<file path="src/rtl/log_unit_pkg.sv">
// Shared definitions for the parametrised float32 logarithm unit:
// FSM states, base-select codes, scaling constants and float encodings.
package log_unit_pkg;

    typedef enum logic [2:0] {
        ST_IDLE,
        ST_ITER,
        ST_SCALE,
        ST_NORM,
        ST_DONE
    } state_t;

    localparam logic [1:0] MODE_LOG2  = 2'b00;
    localparam logic [1:0] MODE_LN    = 2'b01;
    localparam logic [1:0] MODE_LOG10 = 2'b10;
    localparam logic [1:0] MODE_RSVD  = 2'b11;

    // Base-change constants ln(2) and log10(2), unsigned Q0.32
    localparam logic [31:0] K_LN2     = 32'hB17217F8;
    localparam logic [31:0] K_LOG10_2 = 32'h4D104D42;

    localparam logic [31:0] QNAN    = 32'h7FC00000;
    localparam logic [31:0] NEG_INF = 32'hFF800000;
    localparam logic [31:0] POS_INF = 32'h7F800000;

    localparam int EXP_BIAS = 127;

    typedef struct packed {
        logic        special;
        logic        err;
        logic [31:0] q;
    } class_t;

    // Special-operand classification; reserved mode outranks every operand check
    function automatic class_t classify(input logic [1:0] mode, input logic [31:0] x);
        class_t c;
        c.special = 1'b1;
        c.err     = 1'b1;
        c.q       = QNAN;
        if (mode == MODE_RSVD) begin
            c.q = QNAN;
        end else if (x[30:23] == 8'hFF && x[22:0] != 23'd0) begin
            c.q = QNAN;
        end else if (x[31] && x[30:0] != 31'd0) begin
            c.q = QNAN;
        end else if (x[30:23] == 8'h00) begin
            c.q = NEG_INF;
        end else if (x[30:23] == 8'hFF) begin
            c.q   = POS_INF;
            c.err = 1'b0;
        end else begin
            c.special = 1'b0;
            c.err     = 1'b0;
            c.q       = 32'h0;
        end
        return c;
    endfunction

endpackage

</file>
<file path="src/rtl/log_fix_to_fp.sv">
// Combinational signed Q8.ITER to float32 converter: magnitude, leading-one
// detect, normalising shift, mantissa truncated to 23 bits. Zero maps to +0.
module log_fix_to_fp
    import log_unit_pkg::*;
#(
    parameter int ITER = 24
) (
    input  logic signed [ITER+7:0] fix_i,
    output logic        [31:0]     fp_o
);

    localparam int W  = ITER + 8;
    localparam int PW = $clog2(W);

    logic signed [W-1:0]  neg_d;
    logic        [W-1:0]  mag_d;
    logic        [PW-1:0] pos_d;
    logic                 nz_d;
    logic        [W+22:0] wide_d;
    logic        [22:0]   mant_d;
    logic        [7:0]    expo_d;

    // Magnitude, leading-one position and normalised mantissa/exponent
    always_comb begin
        neg_d = -fix_i;
        mag_d = fix_i[W-1] ? $unsigned(neg_d) : $unsigned(fix_i);
        pos_d = '0;
        nz_d  = 1'b0;
        for (int i = 0; i < W; i++) begin
            if (mag_d[i]) begin
                pos_d = PW'(i);
                nz_d  = 1'b1;
            end
        end
        // Leading one lands in the top bit; the 23 bits under it are the mantissa
        wide_d = {mag_d, 23'b0} << (W - 1 - int'(pos_d));
        mant_d = 23'(wide_d >> (W - 1));
        expo_d = 8'(EXP_BIAS - ITER + int'(pos_d));
        fp_o   = nz_d ? {fix_i[W-1], expo_d, mant_d} : 32'h0;
    end

endmodule

</file>
<file path="src/rtl/log_unit_param.sv">
// Multi-cycle float32 logarithm (log2 / ln / log10). log2 of the mantissa is
// produced one fraction bit per cycle by repeated squaring, joined with the
// unbiased exponent, scaled to the requested base and converted back to float.
module log_unit_param
    import log_unit_pkg::*;
#(
    parameter int ITER = 24,
    parameter int YW   = 32
) (
    input  logic        clk_95,
    input  logic        reset_95,
    input  logic        Enable_95,
    input  logic [1:0]  Mode_95,
    input  logic [31:0] Op_X_95,
    output logic [31:0] Op_Q_95,
    output logic        Error_95,
    output logic        Done_95,
    output logic        Busy_95
);

    localparam int LW = ITER + 8;
    localparam int CW = $clog2(ITER);

    state_t                state_q;
    logic        [1:0]     mode_q;
    logic signed [7:0]     e_q;
    logic        [YW-1:0]  y_q;
    logic        [ITER-1:0] frac_q;
    logic        [CW-1:0]  cnt_q;
    logic signed [LW-1:0]  p_q;
    logic        [31:0]    q_q;
    logic                  err_q;
    logic                  done_q;
    logic                  busy_q;

    class_t                cls_d;
    logic        [YW-1:0]  y_init_d;
    logic        [YW-1:0]  ysq_d;
    logic signed [LW-1:0]  l_d;
    logic signed [LW-1:0]  p_d;
    logic        [31:0]    fp_d;

    // Signed Q8.ITER times unsigned Q0.32, truncated (floor) back to Q8.ITER
    function automatic logic signed [LW-1:0] scale_trunc(input logic signed [LW-1:0] l,
                                                         input logic [31:0] k);
        logic signed [LW+32:0] a;
        logic signed [LW+32:0] b;
        logic signed [LW+32:0] pr;
        a  = (LW+33)'(l);
        b  = $signed({{LW{1'b0}}, k});
        pr = a * b;
        return LW'(pr >>> 32);
    endfunction

    // Operand classification, initial mantissa, squaring step and base scaling
    always_comb begin
        cls_d    = classify(Mode_95, Op_X_95);
        y_init_d = YW'({2'b01, Op_X_95[22:0]}) << (YW - 25);
        ysq_d    = YW'(({{YW{1'b0}}, y_q} * {{YW{1'b0}}, y_q}) >> (YW - 2));
        l_d      = {e_q, frac_q};
        case (mode_q)
            MODE_LN:    p_d = scale_trunc(l_d, K_LN2);
            MODE_LOG10: p_d = scale_trunc(l_d, K_LOG10_2);
            default:    p_d = l_d;
        endcase
    end

    log_fix_to_fp #(
        .ITER(ITER)
    ) u_fix_to_fp (
        .fix_i(p_q),
        .fp_o (fp_d)
    );

    // Control FSM with registered result, error, done and busy outputs
    always_ff @(posedge clk_95 or posedge reset_95) begin
        if (reset_95) begin
            state_q <= ST_IDLE;
            mode_q  <= '0;
            e_q     <= '0;
            y_q     <= '0;
            frac_q  <= '0;
            cnt_q   <= '0;
            p_q     <= '0;
            q_q     <= '0;
            err_q   <= 1'b0;
            done_q  <= 1'b0;
            busy_q  <= 1'b0;
        end else begin
            done_q <= 1'b0;
            case (state_q)
                ST_IDLE: begin
                    if (Enable_95) begin
                        mode_q <= Mode_95;
                        busy_q <= 1'b1;
                        if (cls_d.special) begin
                            q_q     <= cls_d.q;
                            err_q   <= cls_d.err;
                            done_q  <= 1'b1;
                            state_q <= ST_DONE;
                        end else begin
                            e_q     <= 8'(int'(Op_X_95[30:23]) - EXP_BIAS);
                            y_q     <= y_init_d;
                            frac_q  <= '0;
                            cnt_q   <= '0;
                            state_q <= ST_ITER;
                        end
                    end
                end
                ST_ITER: begin
                    if (ysq_d[YW-1]) begin
                        frac_q <= {frac_q[ITER-2:0], 1'b1};
                        y_q    <= ysq_d >> 1;
                    end else begin
                        frac_q <= {frac_q[ITER-2:0], 1'b0};
                        y_q    <= ysq_d;
                    end
                    cnt_q <= cnt_q + CW'(1);
                    if (cnt_q == CW'(ITER - 1)) begin
                        state_q <= ST_SCALE;
                    end
                end
                ST_SCALE: begin
                    p_q     <= p_d;
                    state_q <= ST_NORM;
                end
                ST_NORM: begin
                    q_q     <= fp_d;
                    err_q   <= 1'b0;
                    done_q  <= 1'b1;
                    state_q <= ST_DONE;
                end
                ST_DONE: begin
                    busy_q  <= 1'b0;
                    state_q <= ST_IDLE;
                end
                default: begin
                    state_q <= ST_IDLE;
                end
            endcase
        end
    end

    assign Op_Q_95  = q_q;
    assign Error_95 = err_q;
    assign Done_95  = done_q;
    assign Busy_95  = busy_q;

endmodule

</file>
<file path="config.mk">
export PLATFORM = sky130hd
export DESIGN_NAME = log_unit_param
export DESIGN_NICKNAME = d
export VERILOG_FILES = /design/src/rtl/log_unit_pkg.sv /design/src/rtl/log_fix_to_fp.sv /design/src/rtl/log_unit_param.sv
export SDC_FILE = /design/constraint.sdc
export NUM_CORES = 2
export LEC_CHECK = 0
export CELL_PAD_IN_SITES_DETAIL_PLACEMENT = 1
export CELL_PAD_IN_SITES_GLOBAL_PLACEMENT = 1
export CORE_ASPECT_RATIO = 0.8
export CORE_MARGIN = 2
export CORE_UTILIZATION = 30
export DETAILED_ROUTE_END_ITERATION = 12
export PLACE_DENSITY = 0.55
export SYNTH_ARGS = -nofsm -noshare
export SYNTH_HDL_FRONTEND = slang
export SYNTH_SLANG_ARGS = --single-unit
</file>
<file path="constraint.sdc">
create_clock -name clk_95 -period 14.95 [get_ports clk_95]
set_clock_uncertainty 0.1 [all_clocks]
set_input_delay 2.99 -clock clk_95 [delete_from_list [all_inputs] [get_ports clk_95]]
set_output_delay 2.99 -clock clk_95 [all_outputs]
set_load 0.02 [all_outputs]
</file>
==> qor.txt <==
==================================================================================================
Final weighted congestion in routability-driven placement                                   0.9173
CP max stage cell                                                                     sky130_fd_sc_hd__a2111oi_0
Detailed Route Iter0 Violations                                                               3296
Endpoint arrival time on the critical path                                                10.84 ns
Total count of max-transition violations in the final report                                     0
Layout Utilization                                                                          32.31%
Global-route wire length before repair                                                    366.4 mm
Vias in the first global route                                                               56160
Post-synthesis adder-cell area fraction                                                     61.55%
Leading cell types in the layout, fill and taps excluded                              sky130_fd_sc_hd__inv_1 (2224), sky130_fd_sc_hd__fa_1 (1520), sky130_fd_sc_hd__ha_1 (948)
Shortest period the worst path allows                                                     10.54 ns
Sum of net half-perimeters after detailed placement                                       200.7 mm
DRC errors left                                                                                  0
R2R depth                                                                                       30
Accumulated negative setup slack                                                              0 ns
Number of buffers on the longest clock path                                                      2
Setup crit start kind                                                                         flop
Post-synthesis register bit count                                                              140
CP max stage delay                                                                         0.89 ns
Combined global-route utilization of all metal layers                                       21.06%
Sequential-to-total area share from yosys stat                                              5.098%
Area of the mapped netlist                                                               68710 µm²
Crit path max-delay family                                                             adder cells
Clock transition time at the flip-flop clock pins of the worst setup and hold paths        0.08 ns
CTS sink count                                                                                 140
Post-route standard cell area excluding fillers                                          73750 µm²
Routed via count                                                                             50336
Cell area reported after detailed placement                                              73130 µm²
Yosys Warn Count                                                                                 0
Relative slew slack                                                                         6.910%
Die Y                                                                                     432.1 µm
Classification of the worst-slack hold path                                             reg -> reg
Crit path to                                                                          y_q[15]$_DFFE_PP0P_
Most common cell after layout, fill and taps aside                                    sky130_fd_sc_hd__inv_1
Slew of the pin with the lowest slew margin                                               1.388 ns
Max Clock Freq                                                                           94.89 MHz
Outcome                                                                               finished, final reports clean
Number of endpoints with negative hold slack in the final report                                 0
Layout cells sized above 1                                                                  3.056%
Post-CTS setup buffer count                                                                      0
Post-detailed-routing wire length                                                         240.3 mm
Post-synthesis compound-gate area fraction                                                  8.259%
Site Rows                                                                                      157
Critical Path Stages                                                                            30
CTS root buffer                                                                       sky130_fd_sc_hd__clkbuf_16
Simple-Gate Fraction of Synth Area                                                          8.511%
Max-cap violation count                                                                          0
Required time at the worst-slack endpoint                                                 15.25 ns
Average cell area after synthesis                                                        9.351 µm²
R2R Setup Slk                                                                              4.41 ns
CTS hold repair buffers                                                                          0
# IOs                                                                                           72
Proportion of synthesized area in mux cells                                                 1.065%
Initial Utilization                                                                         30.10%
Startpoint of the worst setup timing path                                             y_q[7]$_DFFE_PP0P_
RSZ-0062 raised after global routing                                                            no
Parity-gate share of the synthesized area counting xor and xnor cells                       2.001%
Primary flip-flop cell chosen by synthesis mapping                                    sky130_fd_sc_hd__dfrtp_1
Worst Path Class, Setup                                                                 reg -> reg
Hold WS                                                                                  0.3899 ns
Antenna violations before repair                                                                 6
H-tree Lvls                                                                                      4
Source-to-sink clock delay at the later pin of the worst-skew pair                         0.56 ns
Count of port buffers added during placement                                                    71
Origin of the critical flop-to-flop path                                              y_q[7]$_DFFE_PP0P_
Post-DR vias/cell                                                                            4.862
Std-Cell Core Area                                                                      228300 µm²
TritonCTS clock tree                                                                         built
Count of buffer and inverter cells on the critical path                                          8
CP endpoint kind                                                                              flop
Average wire per standard cell                                                            23.21 µm
DIE WIDTH                                                                                 539.1 µm
Post-CTS sizing                                                                                  0
Synth-to-layout area growth                                                                 7.334%
Destination of the worst register-to-register timing path                             y_q[15]$_DFFE_PP0P_
Length of the first detailed-routing pass in iterations                                          6
Most common cell on crit path                                                         sky130_fd_sc_hd__fa_1
Share of the clock period used by the worst path after layout                               70.49%
Antenna viol nets, final                                                                         0
Clock buffer count from CTS                                                                     17
Final setup violation count                                                                      0
Overall overflow remaining after global route                                                    0
Largest fanout on the critical path                                                             37
Main combinational cell family by area after synthesis                                 adder cells
Pin count of the biggest net entering global routing                                            69
Number of enable flip-flop cells after synthesis                                                 0
Number of library cell types mapped by synthesis                                                92
Synthesized netlist cell count                                                                7348
Die outline area                                                                        232900 µm²
NumNets Final                                                                                 9822
Post-Synthesis Net Count                                                                      9853
Async S/R FF share, synth                                                                   100.0%
==================================================================================================
logic make-up after synthesis:
kind of cell / Yosys count
fa+ha+maj: 2468
mux: 70
compound gates: 838
simple gates: 1219
flops: 140
xor+xnor: 157
buf+inv: 2456
cell type report:
type,instances,area (µm²)
inverter,2234,8391
timing repair buffer,172,1469
fill,26411,154500
multi-input combinational,4752,55980
tap,3021,3780
clock inverter,15,197.7
sequential,140,3508
clock buffer,17,425.4
antenna,1,2.502
flip-flops by register name, summed over array words and instances, names as in the netlist:
register,cells
Busy_95,1
Done_95,1
Error_95,1
Op_Q_95,32
cnt_q,5
e_q,8
frac_q,24
mode_q,2
p_q,32
state_q,3
y_q,31
through the flow:
step	worst slack, ns	instances
floorplan	4.180	7348
global placement	4.565	10319
detailed placement	4.282	10319
CTS	4.245	10351
global route	3.841	10351
finish	4.411	10352
synth_stat cells (all sizes together), types with 21 or more instances:
master / number / area, µm²
nand3: 86 / 430.4
o21ai: 203 / 1016
nand2: 477 / 1798
xor2: 61 / 534.3
a21oi: 175 / 875.8
and3: 21 / 131.4
nand4: 33 / 206.5
and2: 191 / 1195
o211ai: 35 / 267.8
or2: 26 / 162.7
ha: 948 / 11860
xnor2: 96 / 840.8
nor2: 215 / 807.0
clkbuf: 190 / 713.2
buf: 32 / 191.4
inv: 2230 / 8371
a211oi: 37 / 287.8
fa: 1520 / 30430
nor4: 32 / 249.0
o31ai: 22 / 165.2
a221oi: 32 / 286.5
mux2i: 55 / 563.0
dfrtp: 140 / 3503
a31oi: 29 / 196.4
nor3: 54 / 270.3
a21o: 65 / 488.0
tightest hold or removal path, delay by kind of cell, from the launching register on:
kind | cells | cell delay (ns)
AO/OA/AOI/OAI | 1 | 0.06
flip-flops | 1 | 0.35
AND/OR/NAND/NOR | 1 | 0.05
routing by layer:
layer,share of wire (%),global-route usage (%),up-vias
met1,51,32.61,26641
li1,-,-,22377
met5,0,0,-
met4,1.2,3.060,0
met2,43,31.59,1193
met3,5.5,2.629,125
worst min path at each step:
stage	from	slack [ns]	to	cells after the start
after detailed placement	Op_Q_95[29]$_DFFE_PP0P_	0.37	Op_Q_95[29]$_DFFE_PP0P_	2
final	Op_Q_95[6]$_DFFE_PP0P_	0.39	Op_Q_95[6]$_DFFE_PP0P_	2
after CTS	Op_Q_95[29]$_DFFE_PP0P_	0.39	Op_Q_95[29]$_DFFE_PP0P_	2
after global placement	Op_Q_95[29]$_DFFE_PP0P_	0.37	Op_Q_95[29]$_DFFE_PP0P_	2
after floorplan	cnt_q[0]$_DFFE_PP0P_	0.39	cnt_q[0]$_DFFE_PP0P_	1
after global routing	Op_Q_95[23]$_DFFE_PP0P_	0.43	Op_Q_95[23]$_DFFE_PP0P_	2
Power is left out: the tool's default activity adds up to more than one toggle a clock period on the data nets, which glitch-free logic cannot reach.
